--- src/rtl/mul_issue_if.sv ---
// -----------------------------------------------------------------------------
// mul_issue_if
// Purpose : groups the two valid/ready channels of the MUL issue stage.
//           The "in" channel carries an RV32M MUL op from execute; the "out"
//           channel carries the captured product and rd tag to writeback.
// Signals : in_valid/in_ready/in_a/in_x/in_tag        execute -> issue stage
//           out_valid/out_ready/out_result/out_tag    issue stage -> writeback
// Modports: master - the environment (execute + writeback side)
//           slave  - the issue controller
// -----------------------------------------------------------------------------
interface mul_issue_if #(
    parameter int XLEN  = 32,
    parameter int TAG_W = 5
) ();
    logic             in_valid;
    logic             in_ready;
    logic [XLEN-1:0]  in_a;
    logic [XLEN-1:0]  in_x;
    logic [TAG_W-1:0] in_tag;
    logic             out_valid;
    logic             out_ready;
    logic [XLEN-1:0]  out_result;
    logic [TAG_W-1:0] out_tag;

    modport master (
        output in_valid, in_a, in_x, in_tag, out_ready,
        input  in_ready, out_valid, out_result, out_tag
    );

    modport slave (
        input  in_valid, in_a, in_x, in_tag, out_ready,
        output in_ready, out_valid, out_result, out_tag
    );
endinterface

--- src/rtl/mul_issue_ctrl.sv ---
// -----------------------------------------------------------------------------
// mul_issue_ctrl
// Purpose : issue/sequencing stage in front of the approximate Booth
//           multiplier (MUL). Accepts one op at a time, holds the operands on
//           mul_a/mul_x, restarts MUL by releasing mul_reset, waits a fixed
//           MUL_LATENCY cycles, captures mul_result and presents it with its
//           rd tag until writeback takes it.
// Ports   : clk, reset (async, active-high)
//           io         mul_issue_if.slave (in_* request, out_* response)
//           flush      abandon any in-flight or held op (synchronous)
//           mul_reset  restart pin of MUL (1 = held quiescent)
//           mul_a/mul_x operands driven to MUL
//           mul_result product from MUL
//           busy       an op is in flight or being presented
// Config  : MUL_ZERO_BYPASS_EN - when defined, ops with an operand of 0 or 1
//           are answered directly (IDLE->DONE) without restarting MUL.
// -----------------------------------------------------------------------------
module mul_issue_ctrl #(
    parameter int XLEN        = 32,
    parameter int TAG_W       = 5,
    parameter int MUL_LATENCY = 24
) (
    input  logic             clk,
    input  logic             reset,
    mul_issue_if.slave       io,
    input  logic             flush,
    output logic             mul_reset,
    output logic [XLEN-1:0]  mul_a,
    output logic [XLEN-1:0]  mul_x,
    input  logic [XLEN-1:0]  mul_result,
    output logic             busy
);

    // Counter only has to hold MUL_LATENCY-1.
    localparam int CNT_W = (MUL_LATENCY > 1) ? $clog2(MUL_LATENCY) : 1;
    localparam logic [CNT_W-1:0] CNT_LOAD = CNT_W'(MUL_LATENCY - 1);
    localparam logic [CNT_W-1:0] CNT_ONE  = CNT_W'(1);
    localparam logic [CNT_W-1:0] CNT_ZERO = CNT_W'(0);

    typedef enum logic [1:0] {
        IDLE   = 2'd0,
        LAUNCH = 2'd1,
        WAIT   = 2'd2,
        DONE   = 2'd3
    } state_t;

    state_t           state_r;
    state_t           state_nxt_s;
    logic [CNT_W-1:0] counter_r;
    logic [TAG_W-1:0] tag_r;
    logic             accept_s;
    logic             capture_s;
    logic             bypass_s;
    logic [XLEN-1:0]  bypass_val_s;

    logic             in_ready_r;
    logic             out_valid_r;
    logic             busy_r;
    logic             mul_reset_r;
    logic [XLEN-1:0]  mul_a_r;
    logic [XLEN-1:0]  mul_x_r;
    logic [XLEN-1:0]  out_result_r;
    logic [TAG_W-1:0] out_tag_r;

`ifdef MUL_ZERO_BYPASS_EN
    // An operand of 0 or 1 makes the product trivial.
    function automatic logic bypass_hit(input logic [XLEN-1:0] a, input logic [XLEN-1:0] x);
        bypass_hit = (a == {XLEN{1'b0}}) || (x == {XLEN{1'b0}}) ||
                     (a == {{(XLEN-1){1'b0}}, 1'b1}) || (x == {{(XLEN-1){1'b0}}, 1'b1});
    endfunction

    // Zero check has priority over the identity checks.
    function automatic logic [XLEN-1:0] bypass_value(input logic [XLEN-1:0] a, input logic [XLEN-1:0] x);
        if ((a == {XLEN{1'b0}}) || (x == {XLEN{1'b0}})) begin
            bypass_value = {XLEN{1'b0}};
        end else if (a == {{(XLEN-1){1'b0}}, 1'b1}) begin
            bypass_value = x;
        end else begin
            bypass_value = a;
        end
    endfunction

    // Trivial-product detection on the offered operands.
    always_comb begin
        bypass_s     = bypass_hit(io.in_a, io.in_x);
        bypass_val_s = bypass_value(io.in_a, io.in_x);
    end
`else
    assign bypass_s     = 1'b0;
    assign bypass_val_s = {XLEN{1'b0}};
`endif

    // Next-state and handshake decode; flush overrides everything else.
    always_comb begin
        state_nxt_s = state_r;
        accept_s    = 1'b0;
        capture_s   = 1'b0;
        if (flush) begin
            state_nxt_s = IDLE;
        end else begin
            case (state_r)
                IDLE: begin
                    if (io.in_valid) begin
                        accept_s    = 1'b1;
                        state_nxt_s = bypass_s ? DONE : LAUNCH;
                    end else begin
                        state_nxt_s = IDLE;
                    end
                end
                LAUNCH: state_nxt_s = WAIT;
                WAIT: begin
                    if (counter_r == CNT_ZERO) begin
                        capture_s   = 1'b1;
                        state_nxt_s = DONE;
                    end else begin
                        state_nxt_s = WAIT;
                    end
                end
                DONE: begin
                    if (io.out_ready) begin
                        state_nxt_s = IDLE;
                    end else begin
                        state_nxt_s = DONE;
                    end
                end
                default: state_nxt_s = IDLE;
            endcase
        end
    end

    // State register plus status outputs registered from the next state.
    always_ff @(posedge clk or posedge reset) begin
        if (reset) begin
            state_r     <= IDLE;
            in_ready_r  <= 1'b1;
            out_valid_r <= 1'b0;
            busy_r      <= 1'b0;
            mul_reset_r <= 1'b1;
        end else begin
            state_r     <= state_nxt_s;
            in_ready_r  <= (state_nxt_s == IDLE);
            out_valid_r <= (state_nxt_s == DONE);
            busy_r      <= (state_nxt_s != IDLE);
            // MUL runs only while waiting; held in restart otherwise.
            mul_reset_r <= (state_nxt_s != WAIT);
        end
    end

    // Latency counter: loaded in LAUNCH, counts down in WAIT, stops at zero.
    always_ff @(posedge clk or posedge reset) begin
        if (reset) begin
            counter_r <= CNT_ZERO;
        end else if (state_r == LAUNCH) begin
            counter_r <= CNT_LOAD;
        end else if ((state_r == WAIT) && (counter_r != CNT_ZERO)) begin
            counter_r <= counter_r - CNT_ONE;
        end else begin
            counter_r <= counter_r;
        end
    end

    // Operand/tag latch on accept and result capture at end of the wait.
    always_ff @(posedge clk or posedge reset) begin
        if (reset) begin
            mul_a_r      <= {XLEN{1'b0}};
            mul_x_r      <= {XLEN{1'b0}};
            tag_r        <= {TAG_W{1'b0}};
            out_result_r <= {XLEN{1'b0}};
            out_tag_r    <= {TAG_W{1'b0}};
        end else if (accept_s) begin
            if (bypass_s) begin
                // MUL is not touched: its operand lines keep the old op.
                out_result_r <= bypass_val_s;
                out_tag_r    <= io.in_tag;
            end else begin
                mul_a_r <= io.in_a;
                mul_x_r <= io.in_x;
                tag_r   <= io.in_tag;
            end
        end else if (capture_s) begin
            out_result_r <= mul_result;
            out_tag_r    <= tag_r;
        end else begin
            out_result_r <= out_result_r;
        end
    end

    assign io.in_ready   = in_ready_r;
    assign io.out_valid  = out_valid_r;
    assign io.out_result = out_result_r;
    assign io.out_tag    = out_tag_r;
    assign busy          = busy_r;
    assign mul_reset     = mul_reset_r;
    assign mul_a         = mul_a_r;
    assign mul_x         = mul_x_r;

endmodule

--- src/flat_wrapper.sv ---
// flat-port wrapper written by rule: the top's interface ports become plain ports
module mul_issue_ctrl_flat 
#(
    parameter int XLEN        = 32,
    parameter int TAG_W       = 5,
    parameter int MUL_LATENCY = 24
)
  (clk, reset, flush, mul_reset, mul_a, mul_x, mul_result, busy, io_in_valid, io_in_a, io_in_x, io_in_tag, io_out_ready, io_in_ready, io_out_valid, io_out_result, io_out_tag);
  mul_issue_if #(.XLEN(XLEN), .TAG_W(TAG_W)) io_i ();
  input  logic clk;
  input  logic reset;
  input  logic flush;
  output logic mul_reset;
  output logic [XLEN-1:0] mul_a;
  output logic [XLEN-1:0] mul_x;
  input  logic [XLEN-1:0] mul_result;
  output logic busy;
  input wire logic [$bits(io_i.in_valid)-1:0] io_in_valid;
  input wire logic [$bits(io_i.in_a)-1:0] io_in_a;
  input wire logic [$bits(io_i.in_x)-1:0] io_in_x;
  input wire logic [$bits(io_i.in_tag)-1:0] io_in_tag;
  input wire logic [$bits(io_i.out_ready)-1:0] io_out_ready;
  output wire logic [$bits(io_i.in_ready)-1:0] io_in_ready;
  output wire logic [$bits(io_i.out_valid)-1:0] io_out_valid;
  output wire logic [$bits(io_i.out_result)-1:0] io_out_result;
  output wire logic [$bits(io_i.out_tag)-1:0] io_out_tag;
  assign io_i.in_valid = io_in_valid;
  assign io_i.in_a = io_in_a;
  assign io_i.in_x = io_in_x;
  assign io_i.in_tag = io_in_tag;
  assign io_i.out_ready = io_out_ready;
  assign io_in_ready = io_i.in_ready;
  assign io_out_valid = io_i.out_valid;
  assign io_out_result = io_i.out_result;
  assign io_out_tag = io_i.out_tag;
  mul_issue_ctrl #(.XLEN(XLEN), .TAG_W(TAG_W), .MUL_LATENCY(MUL_LATENCY)) u_core (.clk(clk), .reset(reset), .io(io_i), .flush(flush), .mul_reset(mul_reset), .mul_a(mul_a), .mul_x(mul_x), .mul_result(mul_result), .busy(busy));
endmodule
--- config.mk ---
export PLATFORM = sky130hd
export DESIGN_NAME = mul_issue_ctrl_flat
export DESIGN_NICKNAME = d
export VERILOG_FILES = /design/src/rtl/mul_issue_if.sv /design/src/rtl/mul_issue_ctrl.sv /design/src/flat_wrapper.sv
export SDC_FILE = /design/constraint.sdc
export NUM_CORES = 1
export LEC_CHECK = 0
export CORE_MARGIN = 5
export CORE_UTILIZATION = 40
export DETAILED_ROUTE_END_ITERATION = 8
export PLACE_DENSITY = 0.84
export SYNTH_ARGS = -nofsm -noshare
export SYNTH_HDL_FRONTEND = slang
export SYNTH_SLANG_ARGS = --single-unit
--- constraint.sdc ---
create_clock -name clk -period 5.75 [get_ports clk]
set_clock_uncertainty 0.1 [all_clocks]
set_input_delay 1.4375 -clock clk [delete_from_list [all_inputs] [get_ports clk]]
set_output_delay 1.4375 -clock clk [all_outputs]
set_load 0.02 [all_outputs]
**Word-level counts from Yosys, hierarchy flattened**

Index checks and enable logic that the tools add are counted.

- Flip-flop bits (word level): 117
- Output and inout bits: 105

- Add/sub/neg operators: 1
- Equality and inequality tests: 5
- Muxes and demuxes: 13
- Bitwise logic cells: 1
- Reductions and logical operators: 8

Operators with widths:

| kind | number |
|---|---|
| 5-bit 2-to-1 mux | 2 |
| 1-bit 2-to-1 mux | 8 |
| 2-bit one-hot mux with 4 select lines | 1 |
| 2-bit == test (second input constant) | 3 |
| 5-bit zero test | 1 |
| 5-bit nonzero test | 1 |
| 5-bit by 1-bit subtractor with 5-bit output (second input constant) | 1 |
| 2-bit zero test | 2 |
| 2-bit 2-to-1 mux | 2 |
| 2-bit nonzero test | 2 |
| 2-bit by 1-bit == test with 1-bit output (second input constant) | 1 |
| 2-bit != test (second input constant) | 1 |
| 2-bit AND reduction | 1 |
| 1-bit logical AND | 1 |
| 1-bit NOT | 1 |

**Logic depth before layout (Yosys ltp)**

- Word-level depth: 5
- Mapped depth: 7
- Gate-level depth less buffers: 5

**Worst setup path before layout**

OpenSTA, ideal clock, no wires.

- Kind: input to register
- Start: input io_in_valid
- End: register u_core.mul_a_r[13] (netlist: u_core.mul_a[13])
- Library setup time: 0.127 ns
- Arrival time: 2.545 ns
- Required time: 5.523 ns
- Slack: 2.978 ns
- Stages on the path: 5
- Cell sequence: or3b_4 -> nor2_4 -> buf_6 -> buf_8 -> mux2_1

- Cells in the longest elaborated chain, start to end: 3

RTL lines:

| element | RTL line | source |
|---|---|---|
| start: declaration | flat_wrapper.sv:18 | `input wire logic [$bits(io_i.in_valid)-1:0] io_in_valid;` |
| 1-bit 2-to-1 mux | mul_issue_ctrl.sv:103 | `if (io.in_valid) begin` |
| 1-bit 2-to-1 mux | mul_issue_ctrl.sv:101 | `case (state_r)` |
| 1-bit 2-to-1 mux | mul_issue_ctrl.sv:98 | `if (flush) begin` |
| end signal: assignment | mul_issue_ctrl.sv:165 | `mul_a_r <= {XLEN{1'b0}};` |
| end signal: assignment | mul_issue_ctrl.sv:176 | `mul_a_r <= io.in_a;` |
| end: declaration | mul_issue_ctrl.sv:60 | `logic [XLEN-1:0] mul_a_r;` |

No other way between the ends.
A chain may end at the register's enable or synchronous reset.

**Worst setup path after layout**

- Start: input io_in_valid
- End: register u_core.mul_x_r[4] (netlist: u_core.mul_x[4])

- Cells in the longest elaborated chain, start to end: 3

RTL lines:

| element | RTL line | source |
|---|---|---|
| 1-bit 2-to-1 mux | mul_issue_ctrl.sv:103 |  |
| 1-bit 2-to-1 mux | mul_issue_ctrl.sv:101 |  |
| 1-bit 2-to-1 mux | mul_issue_ctrl.sv:98 |  |
| end signal: assignment | mul_issue_ctrl.sv:166 | `mul_x_r <= {XLEN{1'b0}};` |
| end signal: assignment | mul_issue_ctrl.sv:177 | `mul_x_r <= io.in_x;` |
| end: declaration | mul_issue_ctrl.sv:61 | `logic [XLEN-1:0] mul_x_r;` |

No other way between the ends.

==> key figures <==
Logic synthesis
  • Mapped Nets: 387
  • Cell count after synthesis: 280
  • Yosys reg bits: about 120
  • YS warnings: 0
  • Top cells by area, synth: dfrtp_1 (62%), mux2_2 (16%), mux2_4 (9.7%)
  • Syn_area_per_cell: roughly 17 um2
  • Synth top area share: 0.6216
  • Post-synth top area cell: dfrtp_1
  • Cell Area, Synth: 0.004629 mm2
  • Seq/Total Area, Yosys: 0.6330
  • Cell variety after synth: 35

Setup path
  • Worst Path Max Fanout: between 60 and 70
  • R2r endpoint: u_core.mul_x[4]$_DFFE_PP0N_
  • Startpoint types: input pin
  • CP bufs+invs: 2
  • Worst path arrival time: ~3.5 ns
  • FF-to-FF setup slack: between 3 and 4 ns
  • CP top delay family: buffers and inverters
  • Worst Path Class, Setup: input pin to flip-flop
  • CP max-delay cell: buf_4
  • Max incr delay on CP: 0.66 ns
  • Worst EP required: roughly 5.9 ns
  • R2r worst-path depth: 4
  • Crit-path cells: clkdlybuf4s50_1 > or3b_4 > nor2_4 > buf_4 > mux2_2
  • CP endpoint kind: flip-flop
  • Worst R2R Start: u_core.state_r[1]$_DFF_PP0_

Pwr
  • Leakage power: roughly 3.3 nW
  • VDD IR-drop max: between 0.2 and 0.3 mV
  • PwrDens: about 370 mW/mm2

Die
  • Core ar.: approximately 0.011 mm2
  • Initial Util: 0.4072
  • I/O pins: 211
  • Die width: roughly 120 um
  • Die Height: about 120 um
  • Full die area: 0.01383 mm2
  • Std cell rows: 39

Hold path
  • Hold Path End: u_core.mul_a[15]$_DFFE_PP0N_
  • Hold depth: 1
  • Hold_sp: u_core.mul_a[15]$_DFFE_PP0N_
  • Hold crit path type: flip-flop to flip-flop

Placed design
  • Port Buffers: between 200 and 250
  • Final HPWL DP: 8153 um
  • Placed inst area: approximately 0.007 mm2
  • Gpl congestion: 0.7363
  • DP Cell Count: 623

Route
  • Via density per instance: about 4.8
  • Highest routed metal layer: met4
  • Met2 WL post-DR: a little under 6000 um
  • Via Count: slightly above 3000
  • WL final: ~11000 um
  • Initial DRC Count: 150
  • Wire per inst: about 17 um
  • Metal1 wirelength: 4328 um
  • Remaining DRCs: 0
  • Met3 wire length: a little over 800 um
  • Drt pass-1 iters: 4
  • Final antenna-violating net count: 0

STA
  • Fmax: about 300 MHz
  • Min Tclk post-route: around 3.4 ns
  • Fin Setup TNS: 0 ns
  • Least-Margin Pin Slew: roughly 1.0 ns
  • Unrepaired setup endpoints after global routing: no
  • Final worst-path cycle share: 0.5854
  • Endpoints failing hold: 0
  • Rel. slew slack: 0.3223
  • # setup viols final: 0
  • Slew Limit Fails: 0

CTS
  • Clk_lat worst skew: 0.40 ns
  • # Post-CTS Setup Buffers: 0
  • Clock transition at path regs: roughly 0.050 ns
  • Post-CTS sizing: 0
  • Total clock sinks: between 100 and 150
  • CTS Buf Count: 17
  • Clk buf depth: 2
  • Root buf cell: clkbuf_16
  • TritonCTS clock tree: done
  • # hold bufs at CTS: 0
  • H-Tree Depth: 4

Cells and area
  • Commonest non-fill, non-tap cell in the layout: clkdlybuf4s50_1
  • Fraction of layout cells with a size suffix above 1: 0.2681
  • Final Instance Area: about 0.0075 mm2
  • Commonest cells after routing, fill and taps aside: clkdlybuf4s50_1 (210), dfrtp_1 (115), mux2_2 (66)
  • NumNets Final: roughly 600
  • Antenna Diode Count: 0
  • Finished Layout Cells: about 650
  • Area Overhead vs Synth: 61.46%

Global routing
  • GRT overflow: 0
  • Vias in the first global route: roughly 3500
  • First-pass GRT wire length: 18220 um
  • Largest net degree at the start of global routing: 85
  • Initial antenna violation count: 0
  • Global-route total usage across every layer: 0.1657

Flow run
  • Max-Cap Viols: 0

Outcome
  • Run status: finished clean
-- Yosys cell counts --
| cell type | instances |
|---|---|
| a211oi_1 | 1 |
| nor2_1 | 2 |
| mux2_2 | 66 |
| a22oi_1 | 1 |
| a31oi_1 | 2 |
| nand2_1 | 3 |
| buf_8 | 1 |
| and3_1 | 2 |
| mux2_1 | 10 |
| or4b_1 | 1 |
| nor2_4 | 1 |
| nand2b_1 | 2 |
| mux2_4 | 30 |
| o21ai_0 | 2 |
| ha_1 | 1 |
| clkbuf_1 | 2 |
| nor3b_1 | 1 |
| a41oi_1 | 1 |
| o211ai_1 | 1 |
| inv_1 | 5 |
| or3b_4 | 1 |
| or2_2 | 2 |
| nand4bb_1 | 1 |
| nor3_1 | 4 |
| nand3b_1 | 1 |
| nor2b_1 | 3 |
| and2_1 | 1 |
| dfrtp_1 | 115 |
| a21oi_1 | 2 |
| buf_4 | 5 |
| dfstp_2 | 2 |
| o22ai_1 | 1 |
| buf_6 | 5 |
| o22a_1 | 1 |
| or3_1 | 1 |
-- sequential cells by signal, summed over array words and instances, names as in the netlist --
signal	count
u_core.busy	1
u_core.mul_x	32
u_core.io.out_result	32
u_core.tag_r	5
u_core.io.out_tag	5
u_core.io.in_ready	1
u_core.mul_a	32
u_core.state_r	2
u_core.mul_reset	1
u_core.counter_r	5
u_core.io.out_valid	1
-- how the worst max path moves through the flow --
stage,from,to,slack [ns],depth (start not counted)
after global routing,io_in_valid,u_core.mul_x[4]$_DFFE_PP0N_,2.33,5
after floorplan,reset,u_core.busy$_DFF_PP0_,1.12,1
final,io_in_valid,u_core.mul_x[4]$_DFFE_PP0N_,2.38,5
after global placement,io_in_valid,u_core.mul_x[8]$_DFFE_PP0N_,2.03,5
after detailed placement,io_in_valid,u_core.mul_x[4]$_DFFE_PP0N_,1.96,5
after CTS,io_in_valid,u_core.mul_x[4]$_DFFE_PP0N_,2.40,5
-- worst reg2reg max path, cell delays in order, from the launching register on --
cell and delay, ns:
dfrtp_1 0.51, or3b_4 0.45, nor2_4 0.08, buf_4 0.66
mux2_2 0.50
-- metrics by stage --
step                total power, mW  setup slack [ns]  utilization  hold slack [ns]
CTS                           2.812             2.397       0.6574           0.3874
finish                        2.779             2.384       0.6574           0.3830
global placement              1.623             2.032       0.5998           0.3685
global route                  2.899             2.326       0.6574           0.3990
detailed placement            1.642             1.965       0.5998           0.3756
floorplan                     1.306             1.115            -           0.3766
-- power breakdown --
group / leakage, nW / internal (mW) / switching [mW]
sequential: 1.45 / 0.948 / 0.0667
clock: 0.328 / 0.808 / 0.351
combinational: 1.52 / 0.341 / 0.265
-- cell type report --
| type | instances | area [um2] |
|---|---|---|
| Sequential cell | 117 | 2930 |
| Tap cell | 143 | 178.9 |
| Clock buffer | 21 | 480.5 |
| Timing Repair Buffer | 213 | 2125 |
| Inverter | 5 | 21.27 |
| Multi-Input combinational cell | 145 | 1564 |
| Clock inverter | 10 | 175.2 |
| Fill cell | 846 | 3895 |
-- cell families (layout without fill, tap and decap cells) --
group           Yosys count  in the layout  synth area share
fa+ha+maj                 1              1          0.002702
buf+inv                  18            249           0.02919
mux                     106            106            0.2822
compound gates           12             12           0.01703
flops                   117            117            0.6330
simple gates             26             26           0.03595
-- per-layer routing --
layer  GRT usage  up-vias
met3     0.07400       21
met5           0        -
met2      0.2801      112
met4     0.06165        0
li1            -     1433
met1      0.1837     1551
No activity file was read; power rests on OpenSTA's default activity.
